<file path="src/rtl/mult_perip_pkg.sv">
// rtl/mult_perip_pkg.sv - shared constants and state encoding for the multiplier peripheral
package mult_perip_pkg;

    localparam int DEFAULT_WIDTH = 16;

    localparam logic [4:0] ADDR_A      = 5'h01;
    localparam logic [4:0] ADDR_B      = 5'h02;
    localparam logic [4:0] ADDR_INIT   = 5'h04;
    localparam logic [4:0] ADDR_RESULT = 5'h08;
    localparam logic [4:0] ADDR_DONE   = 5'h10;

    typedef enum logic [1:0] {
        IDLE = 2'd0,
        RUN  = 2'd1,
        DONE = 2'd2
    } state_t;

endpackage

</file>
<file path="src/rtl/mult_core.sv">
// rtl/mult_core.sv - sequential shift-add unsigned multiplier, one partial product per clock (busy port under MULT_BUSY_STATUS_EN)
module mult_core
    import mult_perip_pkg::*;
#(
    parameter int WIDTH = DEFAULT_WIDTH
) (
    input  logic               clk,
    input  logic               rst,
    input  logic               start,
    input  logic [WIDTH-1:0]   a,
    input  logic [WIDTH-1:0]   b,
    output logic [2*WIDTH-1:0] product,
    output logic               done
`ifdef MULT_BUSY_STATUS_EN
    ,
    output logic               busy
`endif
);

    localparam int CNT_W = (WIDTH > 1) ? $clog2(WIDTH) : 1;
    localparam logic [CNT_W-1:0] LAST_CNT = CNT_W'(WIDTH - 1);

    state_t             state;
    logic [2*WIDTH-1:0] multiplicand;
    logic [WIDTH-1:0]   multiplier;
    logic [CNT_W-1:0]   cnt;

    // Control FSM and datapath: capture operands on start, accumulate one bit per cycle, flag completion
    always_ff @(posedge clk) begin
        if (rst) begin
            state        <= IDLE;
            multiplicand <= '0;
            multiplier   <= '0;
            product      <= '0;
            cnt          <= '0;
            done         <= 1'b0;
        end else begin
            case (state)
                IDLE: begin
                    if (start) begin
                        multiplicand <= {{WIDTH{1'b0}}, a};
                        multiplier   <= b;
                        product      <= '0;
                        done         <= 1'b0;
                        cnt          <= '0;
                        state        <= RUN;
                    end
                end
                RUN: begin
                    if (multiplier[0]) begin
                        product <= product + multiplicand;
                    end
                    multiplicand <= multiplicand << 1;
                    multiplier   <= multiplier >> 1;
                    cnt          <= cnt + 1'b1;
                    if (cnt == LAST_CNT) begin
                        state <= DONE;
                    end
                end
                DONE: begin
                    done  <= 1'b1;
                    state <= IDLE;
                end
                default: begin
                    state <= IDLE;
                end
            endcase
        end
    end

`ifdef MULT_BUSY_STATUS_EN
    // Busy covers the whole operation, including the completion cycle
    assign busy = (state != IDLE);
`endif

endmodule

</file>
<file path="src/rtl/peripheral_mult.sv">
// rtl/peripheral_mult.sv - chip-select bus wrapper around mult_core (optional busy status bit: MULT_BUSY_STATUS_EN)
module peripheral_mult
    import mult_perip_pkg::*;
#(
    parameter int WIDTH = DEFAULT_WIDTH
) (
    input  logic               clk,
    input  logic               rst,
    input  logic [WIDTH-1:0]   d_in,
    input  logic               cs,
    input  logic [4:0]         addr,
    input  logic               rd,
    input  logic               wr,
    output logic [2*WIDTH-1:0] d_out
);

    logic [WIDTH-1:0]   a_reg;
    logic [WIDTH-1:0]   b_reg;
    logic               init_reg;
    logic               init_prev;
    logic               start;
    logic [2*WIDTH-1:0] product;
    logic               done;
    logic [2*WIDTH-1:0] status_word;

    // Software-visible write registers; read-only and unmapped addresses drop the write
    always_ff @(posedge clk) begin
        if (rst) begin
            a_reg    <= '0;
            b_reg    <= '0;
            init_reg <= 1'b0;
        end else if (cs && wr) begin
            case (addr)
                ADDR_A:    a_reg    <= d_in;
                ADDR_B:    b_reg    <= d_in;
                ADDR_INIT: init_reg <= d_in[0];
                default:   ;
            endcase
        end
    end

    // Previous init value so only a 0->1 transition launches an operation
    always_ff @(posedge clk) begin
        if (rst) begin
            init_prev <= 1'b0;
        end else begin
            init_prev <= init_reg;
        end
    end

    assign start = init_reg & ~init_prev;

`ifdef MULT_BUSY_STATUS_EN
    logic busy;

    mult_core #(.WIDTH(WIDTH)) u_core (
        .clk     (clk),
        .rst     (rst),
        .start   (start),
        .a       (a_reg),
        .b       (b_reg),
        .product (product),
        .done    (done),
        .busy    (busy)
    );

    assign status_word = {{(2*WIDTH-2){1'b0}}, busy, done};
`else
    mult_core #(.WIDTH(WIDTH)) u_core (
        .clk     (clk),
        .rst     (rst),
        .start   (start),
        .a       (a_reg),
        .b       (b_reg),
        .product (product),
        .done    (done)
    );

    assign status_word = {{(2*WIDTH-1){1'b0}}, done};
`endif

    // Registered read mux; a same-cycle write is not yet visible here, so the read sees pre-write state
    always_ff @(posedge clk) begin
        if (rst) begin
            d_out <= '0;
        end else if (cs && rd) begin
            case (addr)
                ADDR_RESULT: d_out <= product;
                ADDR_DONE:   d_out <= status_word;
                default:     d_out <= '0;
            endcase
        end
    end

endmodule

</file>
<file path="config.mk">
export PLATFORM = sky130hd
export DESIGN_NAME = peripheral_mult
export DESIGN_NICKNAME = d
export VERILOG_FILES = /design/src/rtl/mult_perip_pkg.sv /design/src/rtl/mult_core.sv /design/src/rtl/peripheral_mult.sv
export SDC_FILE = /design/constraint.sdc
export NUM_CORES = 1
export LEC_CHECK = 0
export CAP_MARGIN = 0
export CORE_MARGIN = 4
export CORE_UTILIZATION = 55
export DETAILED_ROUTE_END_ITERATION = 6
export PLACE_DENSITY = 0.76
export SETUP_SLACK_MARGIN = 0.5
export SYNTH_ARGS = -nofsm -noshare
export SYNTH_HDL_FRONTEND = slang
export SYNTH_HIERARCHICAL = 1
export SYNTH_SLANG_ARGS = --single-unit
export TNS_END_PERCENT = 1
</file>
<file path="constraint.sdc">
create_clock -name clk -period 3.6 [get_ports clk]
set_input_delay 0.72 -clock clk [delete_from_list [all_inputs] [get_ports clk]]
set_output_delay 0.72 -clock clk [all_outputs]
set_load 0.05 [all_outputs]
</file>
==> run summary, run 1 <==
===========================================================================================
Total count of hold-check failures in the final report                                    0
Via total after detailed routing                                                      6,550
Cell area power density                                                        417.9 nW/µm²
Count of max-cap constraint violations                                                    0
Flip-flop cell with the highest count after synthesis                               dfxtp_1
Post-synthesis average cell area                                                  8.558 µm²
Number of buffers created by CTS                                                         17
Share of synthesized registers carrying an async set or reset                            0%
GRT Resource Usage Total                                                             23.55%
Number of input and output port buffers inserted                                         57
Cell area after synthesis                                                          7462 µm²
Fraction of the yosys area taken by sequential cells                                 41.05%
R2R Setup Slk                                                                        650 ps
Number of antenna violations at the first check in global routing                         0
Most common cell after layout, fill and taps aside                                  dfxtp_1
Post-layout net count                                                                   960
Number of instances in the synthesized netlist                                          872
Average wire per standard cell                                                     16.72 µm
Yosys warnings                                                                            6
Number of design-rule violations left by the first detailed-router iteration            501
Final worst-path cycle share                                                         81.89%
Final setup TNS                                                                        0 ps
Buffer depth of the longest clock path                                                    2
CTS clock-pin slew for the worst setup and hold paths                                 60 ps
Die X                                                                              124.5 µm
Largest registers                                                              d_out x32, u_core/multiplicand x32, u_core/product x32
Via count of the first global-routing pass                                            6,348
Cell with the largest stage delay on the worst path                                    fa_1
Placed cell count                                                                     1,058
Post-route cell area                                                               8740 µm²
Arrival time of the worst setup path                                                3270 ps
Largest net degree at the start of global routing                                        64
Largest incremental delay on the critical path                                       420 ps
Cell-by-cell trace of the critical path                                        ha_2 > inv_1 > fa_1 > nor2b_4 > o31a_2 > o221ai_2 > o311a_4 > a211oi_4 > o21ai_1 > a31o_1 > a32o_1
Measured slew at the worst slew-check pin                                           1009 ps
Required time of the critical path                                                  3920 ps
Overall power                                                                    0.003652 W
Sum of met3 wire segment lengths after detailed routing                             1312 µm
Max-Slew Margin vs Limit                                                             32.72%
Die height                                                                         124.5 µm
Worst Path Max Fanout                                                                     4
Result of the run                                                              complete, no violations
Met1 WL                                                                             8024 µm
Post-route insts no fill                                                              1,090
Flop and latch count out of synthesis                                                   153
Layout cells sized above 1                                                           7.549%
Dpl hpwl                                                                          12,350 µm
Hold-fix buffers, CTS                                                                     0
RD Place Congestion                                                                  0.9539
Std-Cell Core Area                                                               13,240 µm²
Instance area at placement                                                         8115 µm²
Library cell occupying the most area in the post-synthesis netlist                  dfxtp_1
Kind of launch point of the worst setup path                                           flop
Remaining DRCs                                                                            0
Top cell type's share of synthesized area                                            41.05%
Diodes inserted                                                                           0
Type of the setup path with the least slack                                    flop to flop
Top Layer Used                                                                         met4
Die outline area                                                                 15,500 µm²
Residual overflow from global routing                                                     0
Insertion delay to the later sink of the worst-skew pair                             430 ps
First-pass GRT wire length                                                        30,590 µm
Number of flops mapped to enable cells by yosys                                           0
TritonCTS clock tree                                                                    yes
Post-DRT Antenna Nets                                                                     0
Initial cell density of the core                                                     56.35%
Layout Skew                                                                        8.521 ps
Total detailed-routing wirelength                                                 18,230 µm
Min-delay worst type                                                           flop to flop
Synth top area cells                                                           dfxtp_1, nor2_1, ha_1, nand2b_1, mux2i_1
Utilization after layout                                                             66.00%
Worst Setup End Kind                                                                   flop
Count of pins on the block boundary                                                      58
Slew Viols, Final                                                                         0
RSZ-0062 raised after global routing                                                  false
Total setup buffers inserted after CTS                                                    0
# rows                                                                                   42
Clock net sink count                                                                    153
Drt pass-1 iters                                                                          5
Total leakage power                                                                3.593 nW
Time the final worst path needs with I/O delays and setup                           2948 ps
Net count after synthesis                                                               931
Number of distinct library cells after synthesis                                         68
Commonest cells after routing, fill and taps aside                             dfxtp_1, nor2_1, a21oi_1, nand2_1, clkdlybuf4s50_1
Area added between synthesis and finish                                              17.12%
Final Setup Violations                                                                    0
Maximum resistive drop on vdd                                                      276.1 µV
Max H-tree Level                                                                          4
Routed wl met2                                                                      8566 µm
Clock Tree Root                                                                   clkbuf_16
Via/cell ratio                                                                        6.009
Highest Clock Rate                                                                339.2 MHz
===========================================================================================
## worst max-delay path, delay by kind of cell (launching register included)
kind | cells | cell delay, ps
AOI/OAI and AO/OA | 7 | 1600
adders and majority gates | 2 | 640
buffers and inverters | 1 | 60
DFF | 1 | 380
and+or+nand+nor | 1 | 150
## metal layers
| metal | vias to the layer above | track usage, % |
|---|---|---|
| met5 | - | 0 |
| met4 | 0 | 7.157 |
| met3 | 41 | 6.175 |
| met2 | 256 | 38.84 |
| met1 | 3087 | 30.31 |
| li1 | 3166 | - |
## Yosys cell counts (all sizes together) (7+ instances only)
library cell  number
nor3               8
nor4              29
nor2             144
nand2b            53
dfxtp            153
a22oi             32
xnor2             13
mux2i             33
nand4             35
a21o              16
clkbuf            47
buf               11
nand2             59
o21ai             21
xor2               7
a21oi             60
inv               13
nor2b              9
ha                32
nand3             17
## through the flow
| stage | setup slack (ps) | hold slack [ps] |
|---|---|---|
| 2_1_floorplan | 856.2 | 440.9 |
| 3_3_place_gp | 639.4 | 439.2 |
| 3_5_place_dp | 610.2 | 447.0 |
| 4_1_cts | 543.9 | 454.2 |
| 5_1_grt | 517.4 | 469.8 |
| 6_report | 652.1 | 451.6 |
## layout make-up
cell class	count	area [µm²]
Timing Repair Buffer	68	650.6
Tap cell	176	220.2
Inverter	13	48.80
Clock inverter	13	151.4
Sequential cell	153	3063
Fill cell	1103	4503
Multi-Input combinational cell	648	4153
Clock buffer	19	452.9
## power breakdown
group / switching, W / total (W) / internal (W) / leakage (nW)
clock: 0.000695 / 0.00181 / 0.00112 / 0.306
combinational: 0.0000819 / 0.000135 / 0.0000526 / 2.05
sequential: 0.00000463 / 0.00170 / 0.00170 / 1.23
total: 0.000782 / 0.00365 / 0.00287 / 3.59
## worst paths after layout
| path | start | end | depth (start not counted) |
|---|---|---|---|
| min reg2reg | d_out[28] | d_out[28] | 2 |
| max reg2reg | u_core/product[0] | u_core/product[30] | 11 |
| min | d_out[28] | d_out[28] | 2 |
| max | u_core/product[0] | u_core/product[30] | 11 |
## logic make-up (layout without fill, tap and decap cells)
group | count (synthesis) | count (layout) | share of synthesized area [%]
flip-flops | 153 | 153 | 41.05
XOR/XNOR | 20 | 20 | 2.347
adder cells (fa/ha/maj) | 33 | 33 | 5.634
AO/OA/AOI/OAI | 184 | 184 | 17.37
AND/OR/NAND/NOR | 378 | 378 | 25.39
multiplexers | 33 | 33 | 4.427
buffers and inverters | 71 | 113 | 3.789
## timing repair
action                                  CTS  global route
resized for setup                         0             3
endpoints found under the setup margin    0             3
hold endpoints to repair                  0             0
Note: power is estimated with default switching activity, not from simulation.
==> inputs of run 2 (changes only) <==
--- a/config.mk
+++ b/config.mk
@@ -7,7 +7,7 @@
 export LEC_CHECK = 0
 export CAP_MARGIN = 0
 export CORE_MARGIN = 4
-export CORE_UTILIZATION = 55
+export CORE_UTILIZATION = 53
 export DETAILED_ROUTE_END_ITERATION = 6
 export PLACE_DENSITY = 0.76
 export SETUP_SLACK_MARGIN = 0.5
==> constraint.sdc (replaced) <==
create_clock -name clk -period 2.49 [get_ports clk]
set_input_delay 0.498 -clock clk [delete_from_list [all_inputs] [get_ports clk]]
set_output_delay 0.498 -clock clk [all_outputs]
set_load 0.05 [all_outputs]
==> run summary, run 2 (same netlist as run 1, synthesis figures left out) <==
===========================================================================================
Post-layout net count                                                                 1,029   +7.2%
Largest net degree at the start of global routing                                       135   +110%
Placed cell count                                                                     1,131   +6.9%
Die height                                                                         126.7 µm   +1.7%
Worst Path Max Fanout                                                                     5   +1
Post-DRT Antenna Nets                                                                     0   unchanged
Via count of the first global-routing pass                                            6,014   -5.3%
Buffer depth of the longest clock path                                                    2   unchanged
Drt pass-1 iters                                                                          5   unchanged
Average wire per standard cell                                                     15.07 µm   -9.9%
Area added between synthesis and finish                                              24.80%
Count of max-cap constraint violations                                                    0   unchanged
Most common cell after layout, fill and taps aside                                  dfxtp_1
Met1 Track Usage GR                                                                  31.06%   +0.76 points
TritonCTS clock tree                                                                    yes
Max H-tree Level                                                                          4   unchanged
Largest registers                                                              d_out x32, u_core/multiplicand x32, u_core/product x32
Number of antenna violations at the first check in global routing                         0   unchanged
Layer with the highest usage after global routing                                      met2
Arrival time of the worst setup path                                                2920 ps   -350 ps
Final setup TNS                                                                   -404.0 ps   -404.0 ps
Hold-fix buffers, CTS                                                                     0   unchanged
Required time of the critical path                                                  2810 ps   -1110 ps
Kind of launch point of the worst setup path                                           flop
Via/cell ratio                                                                        5.677   -5.5%
Final Setup Violations                                                                    6   +6
Clock Tree Root                                                                   clkbuf_16
Cell area power density                                                        562.2 nW/µm²   +35%
Layout Skew                                                                        14.17 ps   +5.646 ps
GRT Resource Usage Total                                                             21.93%   -1.6 points
Post-route insts no fill                                                              1,163   +6.7%
CTS clock-pin slew for the worst setup and hold paths                                 70 ps   about the same
Initial cell density of the core                                                     53.97%   -2.4 points
Total count of hold-check failures in the final report                                    0   unchanged
Met2 layer usage reported by global route                                            33.84%   -5.0 points
Final worst-path cycle share                                                         104.2%   +22 points
Time the final worst path needs with I/O delays and setup                           2596 ps   -352.2 ps
# rows                                                                                   43   +2.4%
Dpl hpwl                                                                          12,110 µm   -1.9%
Measured slew at the worst slew-check pin                                          563.1 ps   -446.1 ps
First-pass GRT wire length                                                        28,970 µm   -5.3%
Total leakage power                                                                4.118 nW   +15%
RD Place Congestion                                                                  0.9074   -4.9%
Commonest cells after routing, fill and taps aside                             dfxtp_1, nor2_1, buf_4, nand2_1, a21oi_1
Number of design-rule violations left by the first detailed-router iteration            530   +5.8%
Max-Slew Margin vs Limit                                                             62.32%   +30 points
Insertion delay to the later sink of the worst-skew pair                             430 ps   about the same
Die X                                                                              126.7 µm   +1.7%
Residual overflow from global routing                                                     0   unchanged
Type of the setup path with the least slack                                    flop to flop
Via total after detailed routing                                                      6,602   +0.79%
Number of buffers created by CTS                                                         17   unchanged
Result of the run                                                              finished with violations
Utilization after layout                                                             67.35%   +1.4 points
Number of input and output port buffers inserted                                         57   unchanged
Failing checks                                                                 setup timing
RSZ-0062 raised after global routing                                                   true
Diodes inserted                                                                           0   unchanged
Overall power                                                                    0.005235 W   +43%
Met3 track utilization from global routing                                           4.758%   -1.4 points
Worst Setup End Kind                                                                   flop
Clock net sink count                                                                    153   unchanged
Count of pins on the block boundary                                                      58   unchanged
Maximum resistive drop on vdd                                                      425.8 µV   +54%
Highest Clock Rate                                                                385.2 MHz   +14%
Fill cell instance count of the final layout                                          1,150   +4.3%
Slew Viols, Final                                                                         0   unchanged
Min-delay worst type                                                           primary input to flop
Std-Cell Core Area                                                               13,830 µm²   +4.4%
Die outline area                                                                 16,040 µm²   +3.5%
PnR worst setup slack                                                             -105.7 ps   -757.8 ps
Remaining DRCs                                                                            0   unchanged
Hold WS                                                                            438.2 ps   -13.37 ps
Total detailed-routing wirelength                                                 17,520 µm   -3.9%
Layout cells sized above 1                                                           15.46%   +7.9 points
Total setup buffers inserted after CTS                                                    0   unchanged
===========================================================================================
[run 2: cell count changes in the layout (fill, tap and decap cells not counted), sizes merged, moves of 2 or more]
cell	change
dlygate4sd2	+32
inv	+4
buf	+69
clkdlybuf4s50	-32
clkbuf	-2
[run 2: through the flow]
stage	area (µm²)	worst slack, ps
after floorplan	7492	-62.73
after global placement	8688	-113.1
after detailed placement	8688	-158.4
after CTS	9276	-116.7
after global routing	9313	-228.9
final	9313	-105.7
[run 2: worst paths after layout]
check	start	slack, ps	end	cells past startpoint
worst max-delay path	u_core/multiplicand[0]	-110	u_core/product[29]	10
worst min-delay path	rst	440	u_core/product[3]	2
worst max register to register	u_core/multiplicand[0]	-110	u_core/product[29]	10
worst min register to register	d_out[12]	450	d_out[12]	2
[run 2: timing repair]
item | CTS | global route
gates resized for setup | 43 | 12
setup endpoints to repair | 54 | 26
pin swaps | 6 | 11
[run 2: per-layer routing]
metal | vias to the layer above | wire (µm)
li1 | 3320 | -
met1 | 3092 | 8466
met2 | 172 | 7897
met3 | 18 | 936
met4 | 0 | 223
met5 | - | 0
[run 2: report_power, final]
part / internal (W) / total, W / leakage [nW] / switching (W)
Combinational: 0.0000836 / 0.000200 / 2.59 / 0.000117
Sequential: 0.00246 / 0.00246 / 1.23 / 0.00000551
Clock: 0.00150 / 0.00257 / 0.295 / 0.00108
Total: 0.00404 / 0.00524 / 4.12 / 0.00120
[run 2: cell type report]
type	count	area, µm²	area share (%)
Timing Repair Buffer	137	1157	12.43
Multi-Input combinational cell	648	4222	45.33
Tap cell	180	225.2	2.418
Clock buffer	17	425.4	4.568
Sequential cell	153	3067	32.93
Inverter	13	48.80	0.5240
Clock inverter	15	167.7	1.800
[run 2: worst max-delay path, cell delays in order (launching register included)]
cell and delay, ps:
dfxtp_2 340, ha_4 160, buf_4 130, a211oi_2 230, o211ai_1 140, a32o_2 310
a2111oi_4 390, o31ai_2 170, a211o_1 300, xnor2_1 130, a22o_1 190
